## config.mk

```make
export PLATFORM = sky130hd
export DESIGN_NAME = uart_rx_fifo
export DESIGN_NICKNAME = d
export VERILOG_FILES = /design/src/rtl/uart_rx_fifo.sv
export SDC_FILE = /design/constraint.sdc
export NUM_CORES = 1
export LEC_CHECK = 0
export ABC_AREA = 1
export BUFFER_PORTS_ARGS = -buffer_cell sky130_fd_sc_hd__buf_4
export CAP_MARGIN = 20
export CORE_ASPECT_RATIO = 0.5
export CORE_MARGIN = 2
export CORE_UTILIZATION = 30
export DETAILED_ROUTE_END_ITERATION = 6
export GPL_TIMING_DRIVEN = 0
export PLACE_DENSITY_LB_ADDON = 0.25
export SLEW_MARGIN = 20
export SYNTH_ARGS = -nofsm -noshare
export SYNTH_HDL_FRONTEND = slang
export SYNTH_SLANG_ARGS = --single-unit
```

## constraint.sdc

```tcl
create_clock -name clk -period 2.7 [get_ports clk]
set_input_delay 0.27 -clock clk [delete_from_list [all_inputs] [get_ports clk]]
set_output_delay 0.27 -clock clk [all_outputs]
set_load 0.01 [all_outputs]
```

## src/rtl/uart_rx_fifo.sv

```systemverilog
// ---------------------------------------------------------------------------
// uart_rx_fifo
//
// Receive buffer sitting directly behind the UART receiver. Every rising edge
// of rx_done captures the byte on d_rx into a DEPTH-entry circular FIFO. The
// register block reads it through a show-ahead port: the head entry is always
// on rd_data and a pop simply advances past it.
//
// Ports
//   clk      in            system clock, all state changes on posedge
//   reset    in            asynchronous reset, active low (0 = in reset)
//   d_rx     in  [DW-1:0]  received byte, valid while rx_done is high
//   rx_done  in            receiver done level, may stay high several cycles
//   rd_en    in            pop request, one entry per cycle
//   flush    in            synchronous clear of FIFO contents
//   ovr_clr  in            synchronous clear of the overrun flag
//   rd_data  out [DW-1:0]  head entry, valid only while empty == 0
//   empty    out           count == 0
//   full     out           count == DEPTH
//   count    out [AW:0]    entries held, 0..DEPTH
//   overrun  out           sticky: a byte was dropped because FIFO was full
//   irq      out           registered (count >= THRESH) | overrun
// ---------------------------------------------------------------------------
module uart_rx_fifo #(
  parameter  int DW     = 8,
  parameter  int DEPTH  = 16,
  parameter  int THRESH = 1,
  localparam int AW     = $clog2(DEPTH)
) (
  input  logic          clk,
  input  logic          reset,
  input  logic [DW-1:0] d_rx,
  input  logic          rx_done,
  input  logic          rd_en,
  input  logic          flush,
  input  logic          ovr_clr,
  output logic [DW-1:0] rd_data,
  output logic          empty,
  output logic          full,
  output logic [AW:0]   count,
  output logic          overrun,
  output logic          irq
);

  localparam logic [AW:0] DEPTH_C  = (AW+1)'(DEPTH);
  localparam logic [AW:0] THRESH_C = (AW+1)'(THRESH);

  // Storage and state
  logic [DW-1:0] r_mem [DEPTH];
  logic [AW-1:0] r_wr_ptr;
  logic [AW-1:0] r_rd_ptr;
  logic [AW:0]   r_count;
  logic          r_overrun;
  logic          r_irq;
  logic          r_rx_done_q;

  // Decoded control
  logic w_empty;
  logic w_full;
  logic w_wr_req;
  logic w_rd_acc;
  logic w_wr_acc;
  logic w_drop;

  // NOTE: control decode is done with continuous assigns so every signal is
  // fully specified on every path and no latch can be inferred.
  assign w_empty  = (r_count == '0);
  assign w_full   = (r_count == DEPTH_C);

  // One write request per rising edge of the receiver's done level.
  assign w_wr_req = rx_done & ~r_rx_done_q;

  // Flush overrides both ports for the cycle it is asserted.
  assign w_rd_acc = rd_en & ~w_empty & ~flush;

  // When full, a same-cycle pop frees the slot being written, so the write is
  // still accepted (wr_ptr == rd_ptr in that case).
  assign w_wr_acc = w_wr_req & ~flush & (~w_full | w_rd_acc);

  // A byte is lost only when it arrives full with nothing leaving.
  assign w_drop   = w_wr_req & ~flush & w_full & ~rd_en;

  // Control state
  // NOTE: sequential state is updated with non-blocking assignments so all
  // registers sample pre-edge values regardless of statement order.
  always_ff @(posedge clk or negedge reset) begin
    if (!reset) begin
      // Start the edge detector high so a done level still asserted as reset
      // releases is not mistaken for a fresh byte.
      r_rx_done_q <= 1'b1;
      r_wr_ptr    <= '0;
      r_rd_ptr    <= '0;
      r_count     <= '0;
      r_overrun   <= 1'b0;
      r_irq       <= 1'b0;
    end else begin
      r_rx_done_q <= rx_done;

      // irq tracks the registered status with one cycle of delay.
      r_irq <= (r_count >= THRESH_C) | r_overrun;

      // A new overrun beats a same-cycle clear.
      if (w_drop) begin
        r_overrun <= 1'b1;
      end else if (ovr_clr) begin
        r_overrun <= 1'b0;
      end

      if (flush) begin
        r_wr_ptr <= '0;
        r_rd_ptr <= '0;
        r_count  <= '0;
      end else begin
        // DEPTH is a power of two, so pointers wrap by natural overflow.
        if (w_wr_acc) begin
          r_wr_ptr <= r_wr_ptr + 1'b1;
        end
        if (w_rd_acc) begin
          r_rd_ptr <= r_rd_ptr + 1'b1;
        end
        if (w_wr_acc && !w_rd_acc) begin
          r_count <= r_count + 1'b1;
        end else if (w_rd_acc && !w_wr_acc) begin
          r_count <= r_count - 1'b1;
        end
      end
    end
  end

  // NOTE: the storage array has no reset; its contents are only observable
  // through entries that were written after reset, so clearing it buys
  // nothing and keeps it mappable to plain RAM.
  always_ff @(posedge clk) begin
    if (w_wr_acc) begin
      r_mem[r_wr_ptr] <= d_rx;
    end
  end

  // Outputs
  assign rd_data = r_mem[r_rd_ptr];
  assign empty   = w_empty;
  assign full    = w_full;
  assign count   = r_count;
  assign overrun = r_overrun;
  assign irq     = r_irq;

endmodule

```

## After elaboration in Yosys (flattened, before gate mapping)

Memory sizes are Yosys's and may differ from the RTL's.
Cells that the tools add are included.

| word-level totals | value |
|---|---|
| register bits after elaboration | 16 |
| bits in writable memories | 128 |
| bits of input ports | 14 |
| output and inout port bits | 17 |
| word-level logic and storage cells | 47 |
| memories kept | 1 |

| operators by class | value |
|---|---|
| add/subtract/negate cells | 4 |
| $lt $le $gt $ge | 1 |
| equality and inequality tests | 1 |
| muxes and demuxes | 11 |
| bitwise gates (word level) | 14 |
| reductions and logical operators | 9 |

Memories:

| memory | words | bits a word | rd ports | clocked after Yosys merged registers in | wr ports | RTL line | RTL |
|---|---|---|---|---|---|---|---|
| r_mem | 16 | 8 | 1 | 0 | 1 | 49 | `logic [DW-1:0] r_mem [DEPTH];` |

Operators with widths:

| operator | number |
|---|---|
| $mux 4 | 4 |
| $mux 5 | 3 |
| $add 4x1->4 const B | 2 |
| $and 1x1->1 | 7 |
| $reduce_bool 2->1 | 3 |
| $add 5x1->5 const B | 1 |
| $eq 5x5->1 const B | 1 |
| $ge 5x1->1 const B | 1 |
| $logic_not 5->1 | 1 |
| $not 1->1 | 5 |
| $sub 5x1->5 const B | 1 |
| $mux 1 | 4 |
| $reduce_bool 3->1 | 1 |
| $logic_and 1x1->1 | 2 |
| $logic_not 1->1 | 2 |
| $or 1x1->1 | 2 |

## Longest topological paths before layout

| depth | value |
|---|---|
| depth in word-level cells | 11 |
| depth in mapped cells | 9 |
| gate-level depth less buffers | 9 |

## Worst setup path before layout

OpenSTA, ideal clock, no wires.

| timing | value |
|---|---|
| path kind | reg2reg |
| start | register r_count[0], in the netlist count[0] |
| end | memory r_mem[3][0], enable pin |
| data arrival time | 1.731 ns |
| data required time | 2.330 ns |
| path slack | 0.599 ns |
| stages on the path, launching flop included | 10 |
| buffers on the path | 0 |
| clock period less this slack | 2.101 ns |
| cell sequence | dfrtp_1 inv_1 ha_1 nand3_2 inv_2 nand2_2 nand2_4 inv_4 nand2_2 nor2_1 |

| between the ends | value |
|---|---|
| elaborated cells between the ends (all ways) | 10 |

RTL lines:

| what | RTL line | RTL |
|---|---|---|
| start, declared | 52 | `logic [AW:0] r_count;` |
| start signal, assigned | 122 | `r_count <= r_count + 1'b1;` |
| start signal, assigned | 124 | `r_count <= r_count - 1'b1;` |
| $eq 5x5->1 | 68 | `assign w_full = (r_count == DEPTH_C);` |
| net full | 39 | `output logic full,` |
| $not 1->1 | 78 | `assign w_wr_acc = w_wr_req & ~flush & (~w_full \| w_rd_acc);` |
| $or 1x1->1 | 78 |  |
| $and 1x1->1 | 78 |  |
| $mux 1 | 134 | `if (w_wr_acc) begin` |
| $mux 1 (not written as such) | 135 | `r_mem[r_wr_ptr] <= d_rx;` |
| end, declared | 49 |  |

The timed path passes the listed nets, and every way through them passes these cells.

## Final worst setup path

| timing | value |
|---|---|
| start | register r_rd_ptr[0] |
| end | output rd_data[1] |

| between the ends | value |
|---|---|
| word-level cells in the longest chain between the ends | 1 |

Ends and longest elaborated chain:

| what | RTL line | RTL |
|---|---|---|
| start, declared | 51 | `logic [AW-1:0] r_rd_ptr;` |
| start signal, assigned | 119 | `r_rd_ptr <= r_rd_ptr + 1'b1;` |
| $mem_v2 16x8 | n/a |  |
| end, declared | 37 | `output logic [DW-1:0] rd_data,` |

Every way passes these cells.

==> run summary <==
status: finished clean
RSZ-0062 raised after global routing: yes
H-tree levels: 4
ANT nets after route: 0
# IOs: 31
Clk pwr share: 33.2%
crit-path max FO: 10
PwrDens: 966.2 nW/um2
Chip Height: 105.4 um
number of synthesized flops with an enable pin: 128
DR pass1 iterations: 5
WHS Endpoint: overrun
Sequential Power Share: 36.2%
Post-synth top flop: edfxtp_1
gr usage total: 15.92%
Switching Share: 35.43%
Power Internal: 4.589 mW
Port Buffers: 30
Worst EP required: 2.43 ns
maximum vdd drop: 0.0005357 V
Synth top area share: 62.25%
Slew Viols, Final: 0
non-filler instance count after layout: 859
FF-to-FF setup slack: 0.20 ns
first-pass GRT wire length: 24760 um
final clock skew: 0.01295 ns
register area share after synthesis: 68.75%
FP Rows: 37
GRT overflow: 0
Cell Chain, Critical Path: buf_2 -> clkbuf_1 -> o21ai_0 -> o211ai_1 -> nand3_1 -> nand2_1 -> buf_4
Synth Instances: 523
Worst path slowest cell: clkbuf_1
Hold Vio Cnt, Final: 0
minimum clock period: 2.605 ns
Final Wtd Congestion: 0.8073
Max Cap Viol: 0
relative max-transition margin: 47.81%
Setup Slack @ Placement: 0.05714 ns
Worst-path clk slew: 0.06 ns
Placed Cells: 826
DPL Wire Length: 11130 um
worst skew pair latency: 0.42 ns
Synth Area in Compound Gates: 10.50%
initial core utilization: 30.31%
Synth Area in Adders: 1.824%
largest family of logic cells by synthesized area: simple AND/OR/NAND/NOR gates
switching power: 2.518 mW
Syn Area/Cell: 11.81 um2
R2R Path Start: count[0]
Logic pwr share: 30.6%
xor and xnor area share after synthesis: 0.8511%
max frequency: 383.9 MHz
Area growth syn-to-layout: 19.13%
Worst R2R End: r_mem[3][2]
clock tree buffer depth: 2
Tot Pwr: 7.107 mW
Setup crit end kind: output pin
Iteration-0 DRC Markers: 411
yosys warns: 0
CP max stage delay: 0.44 ns
share of cells above drive strength 1: 17.24%
# setup viols final: 0
hold_sp: ovr_clr
synth top area cells: edfxtp_1 (62%), nor2_1 (6.6%), dfrtp_1 (6.1%)
Finished Cell Area: 7356 um2
Setup WS post-layout: 0.09506 ns
Vias: 4217
# fillers: 2031
worst-margin pin slew: 0.7800 ns
pin count of the biggest net entering global routing: 17
synth unique cells: 30
Mapped Area: 6175 um2
CP startpoint kind: flop
WS Path Type: reg -> out
Mapped Nets: 546
CTS tree: done
initial antenna violation count: 0
reg2reg path depth: 9
Hold/Removal Path Class: in -> reg
#FFs+latches synth: 144
Die ar.: 21820 um2
DRC violations left: 0
via density per instance: 4.909
WL/cell: 19.38 um
dpl cell area: 6741 um2
core area: 20370 um2
Leakage: 2.592 nW
worst endpoint data arrival time: 2.33 ns
root buf cell: clkbuf_16
ANT cells: 0
hold path depth: 2
area leader, netlist: edfxtp_1
Core Util, Final: 36.11%
period utilization: 96.48%
vias in the first global route: 4047
Post-Synth Simple-Gate Area: 14.51%
chip width: 206.9 um
ys async rst share: 11.11%
drt total wl: 16650 um
mux contribution to synthesized area: 0%
CTS sink count: 144
Nets: 597
Num CTS Buffers: 17
post-CTS setup buffer count: 0
## sequential cells by signal (all words and copies together) (netlist names)
| signal | count |
|---|---|
| count | 5 |
| irq | 1 |
| overrun | 1 |
| r_mem | 128 |
| r_rd_ptr | 4 |
| r_rx_done_q | 1 |
| r_wr_ptr | 4 |
## logic make-up (layout without fill, tap and decap cells)
kind of cell    count (synthesis)  after routing
xor+xnor                        6              6
flops                         144            144
compound gates                111            111
simple gates                  203            203
buf+inv                        50            113
fa+ha+maj                       9              9
## metal layers
layer | global-route usage [%] | wire length (um) | vias up
met2 | 24.05 | 7571 | 128
met4 | 4.711 | 276 | 0
met5 | 0 | 0 | -
li1 | - | - | 1972
met3 | 4.051 | 997 | 16
met1 | 22.53 | 7802 | 2101
## synthesized netlist by cell type (all sizes together) (3+ instances only)
master  instances
edfxtp        128
nor2          109
o21ai          71
nand2          56
o211ai         32
nand3          29
inv            21
buf            17
dfrtp          15
clkbuf          9
ha              9
nand4           8
a21oi           7
xor2            6
clkinv          3
## how the worst max path moves through the flow
stage,end,from,slack (ns)
after global routing,r_mem[11][6],count[0],-0.0003
after floorplan,r_mem[3][0],count[0],0.60
after global placement,r_mem[14][2],count[0],0.15
after detailed placement,r_mem[15][3],count[0],0.06
after CTS,r_mem[15][7],count[0],0.04
final,rd_data[1],r_rd_ptr[0],0.1
## what timing repair did
item	in CTS	in global routing
setup endpoints to repair	0	37
gates resized for setup	0	13
endpoints found under the hold margin	17	0
hold buffers	2	0
## area by class of cell
cell class	count	area, um2	area share [%]
Inverter	24	92.59	1.259
Clock inverter	13	148.9	2.024
Buffer	26	133.9	1.820
Sequential cell	144	4245	57.71
Clock buffer	18	429.2	5.834
Tap cell	273	341.6	4.644
Multi-Input combinational cell	329	1719	23.37
Timing Repair Buffer	32	245.2	3.334
## layout by cell type (no fill, tap or decap), types with 3 or more instances in the layout
master / n
xor2_1: 6
inv_2: 3
inv_1: 17
nand2_2: 6
clkbuf_16: 17
nor2_2: 4
buf_4: 32
o211ai_1: 32
o21ai_1: 7
clkinv_1: 4
a21oi_1: 6
nand4_1: 8
clkbuf_2: 3
nand2_1: 48
ha_1: 9
o21ai_0: 64
dfrtp_1: 15
buf_2: 14
inv_6: 7
clkbuf_1: 7
nand3_1: 26
edfxtp_1: 128
nor2_1: 104
## worst max-delay path: cells and delay by family, from the launching register on
kind                   cells  cell delay [ns]
and+or+nand+nor            2             0.24
DFF                        1             0.34
AOI/OAI and AO/OA          2             0.53
buffers and inverters      3             0.80
## through the flow
| step | TNS, ns | hold slack (ns) |
|---|---|---|
| CTS | 0 | 0.02916 |
| detailed placement | 0 | 0.1514 |
| finish | 0 | 0.04003 |
| floorplan | 0 | -0.02559 |
| global placement | 0 | 0.1521 |
| global route | -0.0003269 | 0.03846 |
## power groups by stage
| stage | Combinational [mW] | Clock [mW] | Sequential [mW] |
|---|---|---|---|
| after detailed placement | 2.16 | 0 | 2.62 |
| after CTS | 2.17 | 2.39 | 2.57 |
| after floorplan | 1.29 | 0 | 2.62 |
| after global routing | 2.40 | 2.47 | 2.58 |
| after global placement | 2.16 | 0 | 2.62 |
| final | 2.18 | 2.36 | 2.57 |
Power figures use the tool's default switching activity.
